<file path="config.mk">
export PLATFORM = sky130hd
export DESIGN_NAME = note_scheduler_flat
export DESIGN_NICKNAME = d
export VERILOG_FILES = /design/src/rtl/note_scheduler_if.sv /design/src/rtl/note_scheduler.sv /design/src/flat_wrapper.sv
export SDC_FILE = /design/constraint.sdc
export NUM_CORES = 1
export LEC_CHECK = 0
export CAP_MARGIN = 25
export CORE_ASPECT_RATIO = 0.6
export CORE_MARGIN = 10
export CORE_UTILIZATION = 54
export CTS_BUF_LIST = sky130_fd_sc_hd__clkbuf_4 sky130_fd_sc_hd__clkbuf_8 sky130_fd_sc_hd__clkbuf_16
export DETAILED_ROUTE_END_ITERATION = 8
export PLACE_DENSITY = 0.87
export SYNTH_ARGS = -nofsm -noshare
export SYNTH_HDL_FRONTEND = slang
export SYNTH_SLANG_ARGS = --single-unit
</file>
<file path="constraint.sdc">
create_clock -name clk -period 6.4 [get_ports clk]
set_input_delay 1.92 -clock clk [delete_from_list [all_inputs] [get_ports clk]]
set_output_delay 1.92 -clock clk [all_outputs]
set_load 0.005 [all_outputs]
</file>
<file path="src/rtl/note_scheduler_if.sv">
// Note offer handshake between the chart scheduler and the display/judge stage.
interface note_scheduler_if;
   logic        note_valid;
   logic        note_ready;
   logic [15:0] note_time;
   logic [4:0]  note_lanes;

   modport master (
      output note_valid,
      output note_time,
      output note_lanes,
      input  note_ready
   );

   modport slave (
      input  note_valid,
      input  note_time,
      input  note_lanes,
      output note_ready
   );
endinterface

</file>
<file path="src/rtl/note_scheduler.sv">
// Walks the chart ROM and offers each note LEAD ticks ahead of its hit time.
// Optional SCHED_SKIP_LATE_EN drops already-late entries instead of offering them.
module note_scheduler #(
   parameter int ADDR_W = 10,
   parameter int LEAD   = 200
) (
   input  logic              clk,
   input  logic              reset_n,
   input  logic [15:0]       song_time,
   input  logic              song_restart,
   output logic [ADDR_W-1:0] rom_addr,
   input  logic [23:0]       rom_data,
   note_scheduler_if.master  note,
   output logic              done,
   output logic              late,
   output logic [7:0]        skip_count
);

   typedef enum logic [2:0] {
      FETCH,
      WAIT,
      HOLD,
      OFFER,
      DONE
   } state_t;

   state_t state, state_n;

   logic [15:0] ent_time;
   logic        ent_end;
   logic [4:0]  ent_lanes;

   logic        valid_q;
   logic [15:0] time_q;
   logic [4:0]  lanes_q;

   logic cap, adv, offer, accept, skip;
   logic emit, is_late, last_addr;
   logic unused_rsvd;

   assign unused_rsvd = ^rom_data[6:5];

   // 17-bit sum so a look-ahead past 65535 never wraps around
   assign emit = ({1'b0, song_time} + 17'(LEAD)) >= {1'b0, ent_time};
   assign is_late   = ent_time < song_time;
   assign last_addr = &rom_addr;

   always_ff @(posedge clk or negedge reset_n) begin
      if (!reset_n)
         state <= FETCH;
      else
         state <= state_n;
   end

   always_comb begin
      state_n = state;
      cap     = 1'b0;
      adv     = 1'b0;
      offer   = 1'b0;
      accept  = 1'b0;
      skip    = 1'b0;
      unique case (state)
         FETCH: state_n = WAIT;
         WAIT: begin
            cap     = 1'b1;
            state_n = HOLD;
         end
         HOLD: begin
            if (ent_end) begin
               state_n = DONE;
            end else if (ent_lanes == 5'd0) begin
               adv = 1'b1;
            end else if (emit) begin
`ifdef SCHED_SKIP_LATE_EN
               if (is_late) begin
                  skip = 1'b1;
                  adv  = 1'b1;
               end else begin
                  offer   = 1'b1;
                  state_n = OFFER;
               end
`else
               offer   = 1'b1;
               state_n = OFFER;
`endif
            end
         end
         OFFER: begin
            if (note.note_ready) begin
               accept = 1'b1;
               adv    = 1'b1;
            end
         end
         DONE: state_n = DONE;
         default: state_n = FETCH;
      endcase
      // the last ROM slot ends the chart rather than wrapping to 0
      if (adv)
         state_n = last_addr ? DONE : FETCH;
      if (song_restart)
         state_n = FETCH;
   end

   always_ff @(posedge clk or negedge reset_n) begin
      if (!reset_n) begin
         rom_addr  <= '0;
         ent_time  <= '0;
         ent_end   <= 1'b0;
         ent_lanes <= '0;
         valid_q   <= 1'b0;
         time_q    <= '0;
         lanes_q   <= '0;
         late      <= 1'b0;
      end else if (song_restart) begin
         rom_addr <= '0;
         valid_q  <= 1'b0;
         late     <= 1'b0;
      end else begin
         if (cap) begin
            ent_time  <= rom_data[23:8];
            ent_end   <= rom_data[7];
            ent_lanes <= rom_data[4:0];
         end
         if (adv && !last_addr)
            rom_addr <= rom_addr + 1'b1;
         if (offer) begin
            valid_q <= 1'b1;
            time_q  <= ent_time;
            lanes_q <= ent_lanes;
            if (is_late)
               late <= 1'b1;
         end
         if (accept)
            valid_q <= 1'b0;
      end
   end

`ifdef SCHED_SKIP_LATE_EN
   logic [7:0] skip_q;

   always_ff @(posedge clk or negedge reset_n) begin
      if (!reset_n)
         skip_q <= '0;
      else if (song_restart)
         skip_q <= '0;
      else if (skip && skip_q != 8'hFF)
         skip_q <= skip_q + 8'd1;
   end

   assign skip_count = skip_q;
`else
   logic unused_skip;
   assign unused_skip = skip;
   assign skip_count  = 8'd0;
`endif

   assign done            = (state == DONE);
   assign note.note_valid = valid_q;
   assign note.note_time  = time_q;
   assign note.note_lanes = lanes_q;

endmodule

</file>
<file path="src/flat_wrapper.sv">
// flat-port wrapper written by rule: the top's interface ports become plain ports
module note_scheduler_flat 
#(
   parameter int ADDR_W = 10,
   parameter int LEAD   = 200
)
  (clk, reset_n, song_time, song_restart, rom_addr, rom_data, done, late, skip_count, note_note_valid, note_note_time, note_note_lanes, note_note_ready);
  note_scheduler_if note_i ();
  input  logic clk;
  input  logic reset_n;
  input  logic [15:0] song_time;
  input  logic song_restart;
  output logic [ADDR_W-1:0] rom_addr;
  input  logic [23:0] rom_data;
  output logic done;
  output logic late;
  output logic [7:0] skip_count;
  output wire logic [$bits(note_i.note_valid)-1:0] note_note_valid;
  output wire logic [$bits(note_i.note_time)-1:0] note_note_time;
  output wire logic [$bits(note_i.note_lanes)-1:0] note_note_lanes;
  input wire logic [$bits(note_i.note_ready)-1:0] note_note_ready;
  assign note_note_valid = note_i.note_valid;
  assign note_note_time = note_i.note_time;
  assign note_note_lanes = note_i.note_lanes;
  assign note_i.note_ready = note_note_ready;
  note_scheduler #(.ADDR_W(ADDR_W), .LEAD(LEAD)) u_core (.clk(clk), .reset_n(reset_n), .song_time(song_time), .song_restart(song_restart), .rom_addr(rom_addr), .rom_data(rom_data), .note(note_i), .done(done), .late(late), .skip_count(skip_count));
endmodule
</file>
==> results of run 1 <==
## worst max-delay path, stage by stage
cell and delay [ns]:
clkdlybuf4s50_1 0.54, nand3_1 0.21, a31oi_2 0.38, nand2_1 0.12, xnor2_1 0.19, ha_1 0.30
a21oi_1 0.18, o21ai_0 0.15, a21oi_1 0.22, a32oi_1 0.17, o21ai_2 0.36, buf_4 0.34
mux2_2 0.37
## report_power, final
| part | internal [µW] | switching (µW) |
|---|---|---|
| Combinational | 357 | 302 |
| Sequential | 510 | 121 |
| Clock | 205 | 150 |
| Total | 1070 | 573 |
## synthesized netlist by cell type (all sizes together), types with 6 or more instances
library cell	instances
mux2	27
o21ai	26
xor2	8
xnor2	10
nor3	7
dfrtp	58
buf	12
nand4	7
clkbuf	6
a21oi	17
nand2	35
nor2	17
ha	34
nand3	6
inv	37
## area by class of cell
class                      instances  area, µm²  area share [%]
clock buffer                      12      158.9           3.571
multi-input combinational        241       1777           39.93
tap                               84      105.1           2.362
timing repair buffer              78      768.2           17.27
sequential                        58       1451           32.62
clock inverter                     4      50.05           1.125
inverter                          37      138.9           3.121
## worst min-delay path by stage
stage	end	slack [ns]	depth (start not counted)
3_3_place_gp	u_core.note.note_time[11]$_DFFE_PN0P_	0.49	1
2_1_floorplan	u_core.note.note_valid$_DFFE_PN0P_	0.50	1
6_report	u_core.note.note_time[11]$_DFFE_PN0P_	0.51	1
4_1_cts	u_core.note.note_time[6]$_DFFE_PN0P_	0.51	1
3_5_place_dp	u_core.note.note_time[11]$_DFFE_PN0P_	0.49	1
5_1_grt	u_core.note.note_time[5]$_DFFE_PN0P_	0.51	1
## layout by cell type, fill, tap and decap left out, types with 7 or more instances in the layout
master / netlist / routed
o21ai_0: 25 / 25
nand2_1: 34 / 34
mux2_2: 27 / 27
dfrtp_1: 58 / 58
clkdlybuf4s50_1: 0 / 74
nor2_1: 17 / 17
clkbuf_8: 0 / 11
ha_1: 34 / 34
xor2_1: 8 / 8
inv_1: 37 / 37
nand4_1: 7 / 7
xnor2_1: 10 / 10
a21oi_1: 17 / 17
conb_1: 1 / 8
## logic make-up (layout without fill, tap and decap cells)
group	count (synthesis)	after routing
simple gates	89	89
flops	58	58
xor+xnor	18	18
compound gates	64	64
fa+ha+maj	34	34
buf+inv	55	131
other cells	1	8
mux	28	28
## sequential cells by signal, summed over array words and instances, names as in the netlist
signal / cells
u_core.late: 1
u_core.ent_end: 1
u_core.state: 3
u_core.note.note_lanes: 5
u_core.ent_lanes: 5
u_core.rom_addr: 10
u_core.ent_time: 16
u_core.note.note_valid: 1
u_core.note.note_time: 16
## through the flow
step | utilization, % | instance area [µm²]
3_3_place_gp | 69.08 | 4240
2_1_floorplan | - | 3470
3_5_place_dp | 69.08 | 4240
5_1_grt | 72.48 | 4449
6_report | 72.48 | 4449
4_1_cts | 72.48 | 4449
## routing by layer
layer	wire, µm	vias up
li1	-	1339
met1	4018	1304
met2	3964	91
met3	718	12
met4	133	0
met5	0	-
==> impl_metrics.toml, run 1 <==
[global_route]
grt_pass1_wl_um = 14440
grt_use_met3_pct = 5.959
grt_start_max_net_pins = 59
grt_overflow = 0
gr-max-usage-layer = "met2"
grt_usage_pct = 18.21
grt_use_met1_pct = 23.53
met2_usage_pct = 28.70
grt_pass1_vias = 2843
antenna_found_initial = 0

[pwr]
leakagePower_uw = 0.002077
p_per_area_mw_per_mm2 = 369.8
total_power_uw = 1645
worst_ir_drop_vdd_uv = 228.6

[placement]
dp_hpwl_um = 6763
dp_slack_ns = 0.9323
gp_congestion = 0.8987
dp.cells = 498
io_buffers = 75

[critical_path]
r2r-end = "u_core.note.note_lanes[0]$_DFFE_PN0P_"
crit_type = "input port to flip-flop"
crit_end = "u_core.note.note_lanes[0]$_DFFE_PN0P_"
rr_worst_depth = 9
cp_max_fo = 15
start_kind = "input port"
cp-end-kind = "flip-flop"
startpoint = "song_time[5]"
ff2ff_setup_slack_ns = 3.65
required_ns = 6.62
cp.arrival_ns = 5.48
r2r_start = "u_core.ent_time[12]$_DFFE_PN0P_"

[timing]
setup_violations = 0
totalNegativeSetupSlack_ns = 0
final_max_slew_viol_count = 0
final.min_clock_period_ns = 5.259
finClkSkew_ns = 0.01258
holdWs_ns = 0.5065
fin_crit_sh_pct = 82.18
hold_viol_final = 0
max_freq_ghz = 0.1901
tightest_slew_ns = 0.7320
rsz0062_at_grt = "no"
relSlewSlack_pct = 51.20
fin_ws_ns = 1.141

[yosys]
ys_ff_latch = 58
synth_simple_gate_area_share_pct = 12.43
synth_top_area_share_pct = 42.15
yosys.area_share.adder_pct = 12.35
synthXorXnorAreaFrac_pct = 4.578
async_flop_share_pct = 100.0
synth-edff-count = 0
synth_top_family_by_area = "simple AND/OR/NAND/NOR gates"
synth-main-ff-cell = "dfrtp_1"
yosysTopAreaCell = "dfrtp_1"
syn_avg_cell_area_um2 = 9.923
synthMuxAreaShare_pct = 9.121
netlist_instances = 347
yosys-top-cells-area = "dfrtp_1, ha_1, mux2_2"
syn-cell-area_mm2 = 0.003443
ys_seq_area_share_pct = 42.15
ys_warn_count = 0
yosysUniqueCellTypes = 48
synth_compound_area_share_pct = 11.99

[floorplan]
die_x_um = 123.1
dieArea_mm2 = 0.01008
die_h_um = 81.86
initial_core_util_pct = 56.09
core.rowCount = 22
io_pins = 86
coreArea_mm2 = 0.006138

[layout]
drive_gt1_share_pct = 12.79
flow.area_growth_from_synthesis_pct = 29.22
diodes = 0
final_nets = 503
fin_cells = 514
fillerInstances = 451

[hold_path]
hold_class = "flip-flop to flip-flop"
hp-start = "u_core.note.note_time[11]$_DFFE_PN0P_"

[drt]
drc = 0
ant_nets = 0
avgRoutedWirePerCell_um = 17.19
vias = 2746
firstDrtPassIters = 4
routed_wl_um = 8835
drtIter0Drc = 153
routed_via_density = 5.342

[cts]
clkSlewWorstSetupHoldPaths_ns = 0.06
cts_tree = "built"
cts-root-buf = "clkbuf_8"
cts.hold.buffers_added = 0
clk_latency_ns = 0.35
h-tree-depth = 3
cts_sinks = 58
cts_buffers = 9
post_cts_buffers = 0
clockBufferDepth = 2
ctsResizeCount = 0

[outcome]
run_status = "complete, no violations"

[run]
cap_violations = 0
Power figures use the tool's default switching activity.
==> run 2, diff against run 1 <==
CORE_UTILIZATION = 50   (was 54)
PLACE_DENSITY = 0.81   (was 0.87)
clock period = 5.1 ns   (was 6.4 ns; I/O delays follow)
==> run 2 against run 1 <==
Compared with the run above: sequential power is 25% higher; largest power group unchanged; critical endpoint is now u_core.note.note_time[1]$_DFFE_PN0P_; final area is 2.6% higher; worst setup slack got worse by 0.64 ns; routed wire length down 0.92%; combinational power rose by 25%; die area rose by 6.3%; flip-flop and latch count did not move; register-to-register slack got worse by 0.93 ns.
==> impl_metrics.toml, run 2 (synthesis results as in run 1) <==
[critical_path]
cp.arrival_ns = 4.81
cp_max_fo = 15
r2r-end = "u_core.note.note_time[1]$_DFFE_PN0P_"
cp-end-kind = "flip-flop"
rr_worst_depth = 9
crit_type = "input port to flip-flop"
startpoint = "song_time[3]"
ff2ff_setup_slack_ns = 2.72
start_kind = "input port"
required_ns = 5.32
r2r_start = "u_core.ent_time[4]$_DFFE_PN0P_"

[floorplan]
io_pins = 86
core.rowCount = 23
coreArea_mm2 = 0.006676
dieArea_mm2 = 0.01071
die_h_um = 84.28
initial_core_util_pct = 51.57
die_x_um = 127.1

[layout]
final_nets = 505
flow.area_growth_from_synthesis_pct = 32.52
diodes = 0
final_util_pct = 68.35
drive_gt1_share_pct = 13.19
finish.instance_area_mm2 = 0.004563
layout_common_cells = "clkdlybuf4s50_1, dfrtp_1, inv_1"
final_common_cell = "clkdlybuf4s50_1"

[pwr]
p_per_area_mw_per_mm2 = 486.8
leakagePower_uw = 0.002123
total_power_uw = 2221
worst_ir_drop_vdd_uv = 246.1

[global_route]
grt_pass1_vias = 2845
grt_usage_pct = 16.62
grt_overflow = 0
grt_start_max_net_pins = 59
antenna_found_initial = 0
grt_pass1_wl_um = 14410

[cts]
ctsResizeCount = 0
cts-root-buf = "clkbuf_16"
clk_latency_ns = 0.33
h-tree-depth = 3
clkSlewWorstSetupHoldPaths_ns = 0.06
post_cts_buffers = 0
cts.hold.buffers_added = 0
cts_sinks = 58
clockBufferDepth = 2
cts_tree = "built"
cts_buffers = 9

[timing]
final.min_clock_period_ns = 4.595
rsz0062_at_grt = "no"
fin_crit_sh_pct = 90.09
fin_ws_ns = 0.5052
max_freq_ghz = 0.2176
hold_viol_final = 0
final_max_slew_viol_count = 0
totalNegativeSetupSlack_ns = 0
setup_violations = 0
relSlewSlack_pct = 51.19
tightest_slew_ns = 0.7321
finClkSkew_ns = 0.006945

[drt]
routed_via_density = 5.237
avgRoutedWirePerCell_um = 16.87
routed_wl_um = 8754
drc = 0
firstDrtPassIters = 4
ant_nets = 0
vias = 2718
drtIter0Drc = 138

[placement]
dp_slack_ns = 0.3012
gp_congestion = 0.8759
io_buffers = 75
place_area_mm2 = 0.004259
dp_hpwl_um = 6637

[hold_path]
hold_class = "flip-flop to flip-flop"
hp-start = "u_core.note.note_time[15]$_DFFE_PN0P_"
holdPathEnd = "u_core.note.note_time[15]$_DFFE_PN0P_"
hold_depth = 1

[run]
cap_violations = 0

[outcome]
run_status = "complete, no violations"
==> run 2: area by class of cell <==
class,instances,area (µm²)
clock buffer,9,225.2
clock inverter,7,78.83
fill,548,2113
inverter,37,138.9
multi-input combinational,241,1777
sequential,58,1451
tap,87,108.9
timing repair buffer,80,783.3
==> run 2: worst max path at each step <==
stage	slack, ns	to
floorplan	1.17	u_core.note.note_lanes[0]$_DFFE_PN0P_
finish	0.51	u_core.note.note_time[1]$_DFFE_PN0P_
CTS	0.52	u_core.note.note_time[7]$_DFFE_PN0P_
global placement	0.37	u_core.note.note_lanes[2]$_DFFE_PN0P_
global route	0.35	u_core.note.note_time[7]$_DFFE_PN0P_
detailed placement	0.30	u_core.note.note_time[7]$_DFFE_PN0P_
==> run 2: critical path, stage by stage <==
cell and delay [ns]:
clkdlybuf4s50_1 0.51, ha_1 0.19, a21oi_1 0.12, a21o_1 0.26, nor4_1 0.32, xnor2_1 0.14
ha_1 0.33, nand3_1 0.15, nor4_1 0.40, nand2_1 0.11, nand2_1 0.14, o21ai_2 0.09
buf_4 0.23, mux2_2 0.30
==> run 2: per-layer routing <==
layer  wire length (µm)  vias to the layer above  track usage [%]  share of wire (%)
met4                108                        0            6.076                1.2
met3                517                       10            5.022                5.9
li1                   -                     1345                -                  -
met1               4174                     1288            21.23                 48
met5                  0                        -                0                  0
met2               3954                       75            25.98                 45
==> run 2: stage by stage <==
step / cells / hold slack (ns)
after floorplan: 354 / 0.4993
after global placement: 503 / 0.4871
after detailed placement: 503 / 0.4943
after CTS: 519 / 0.5070
after global routing: 519 / 0.5098
final: 519 / 0.5029
==> run 2: power by group <==
part / internal (µW) / switching (µW)
clock: 381 / 228
combinational: 449 / 376
sequential: 641 / 146
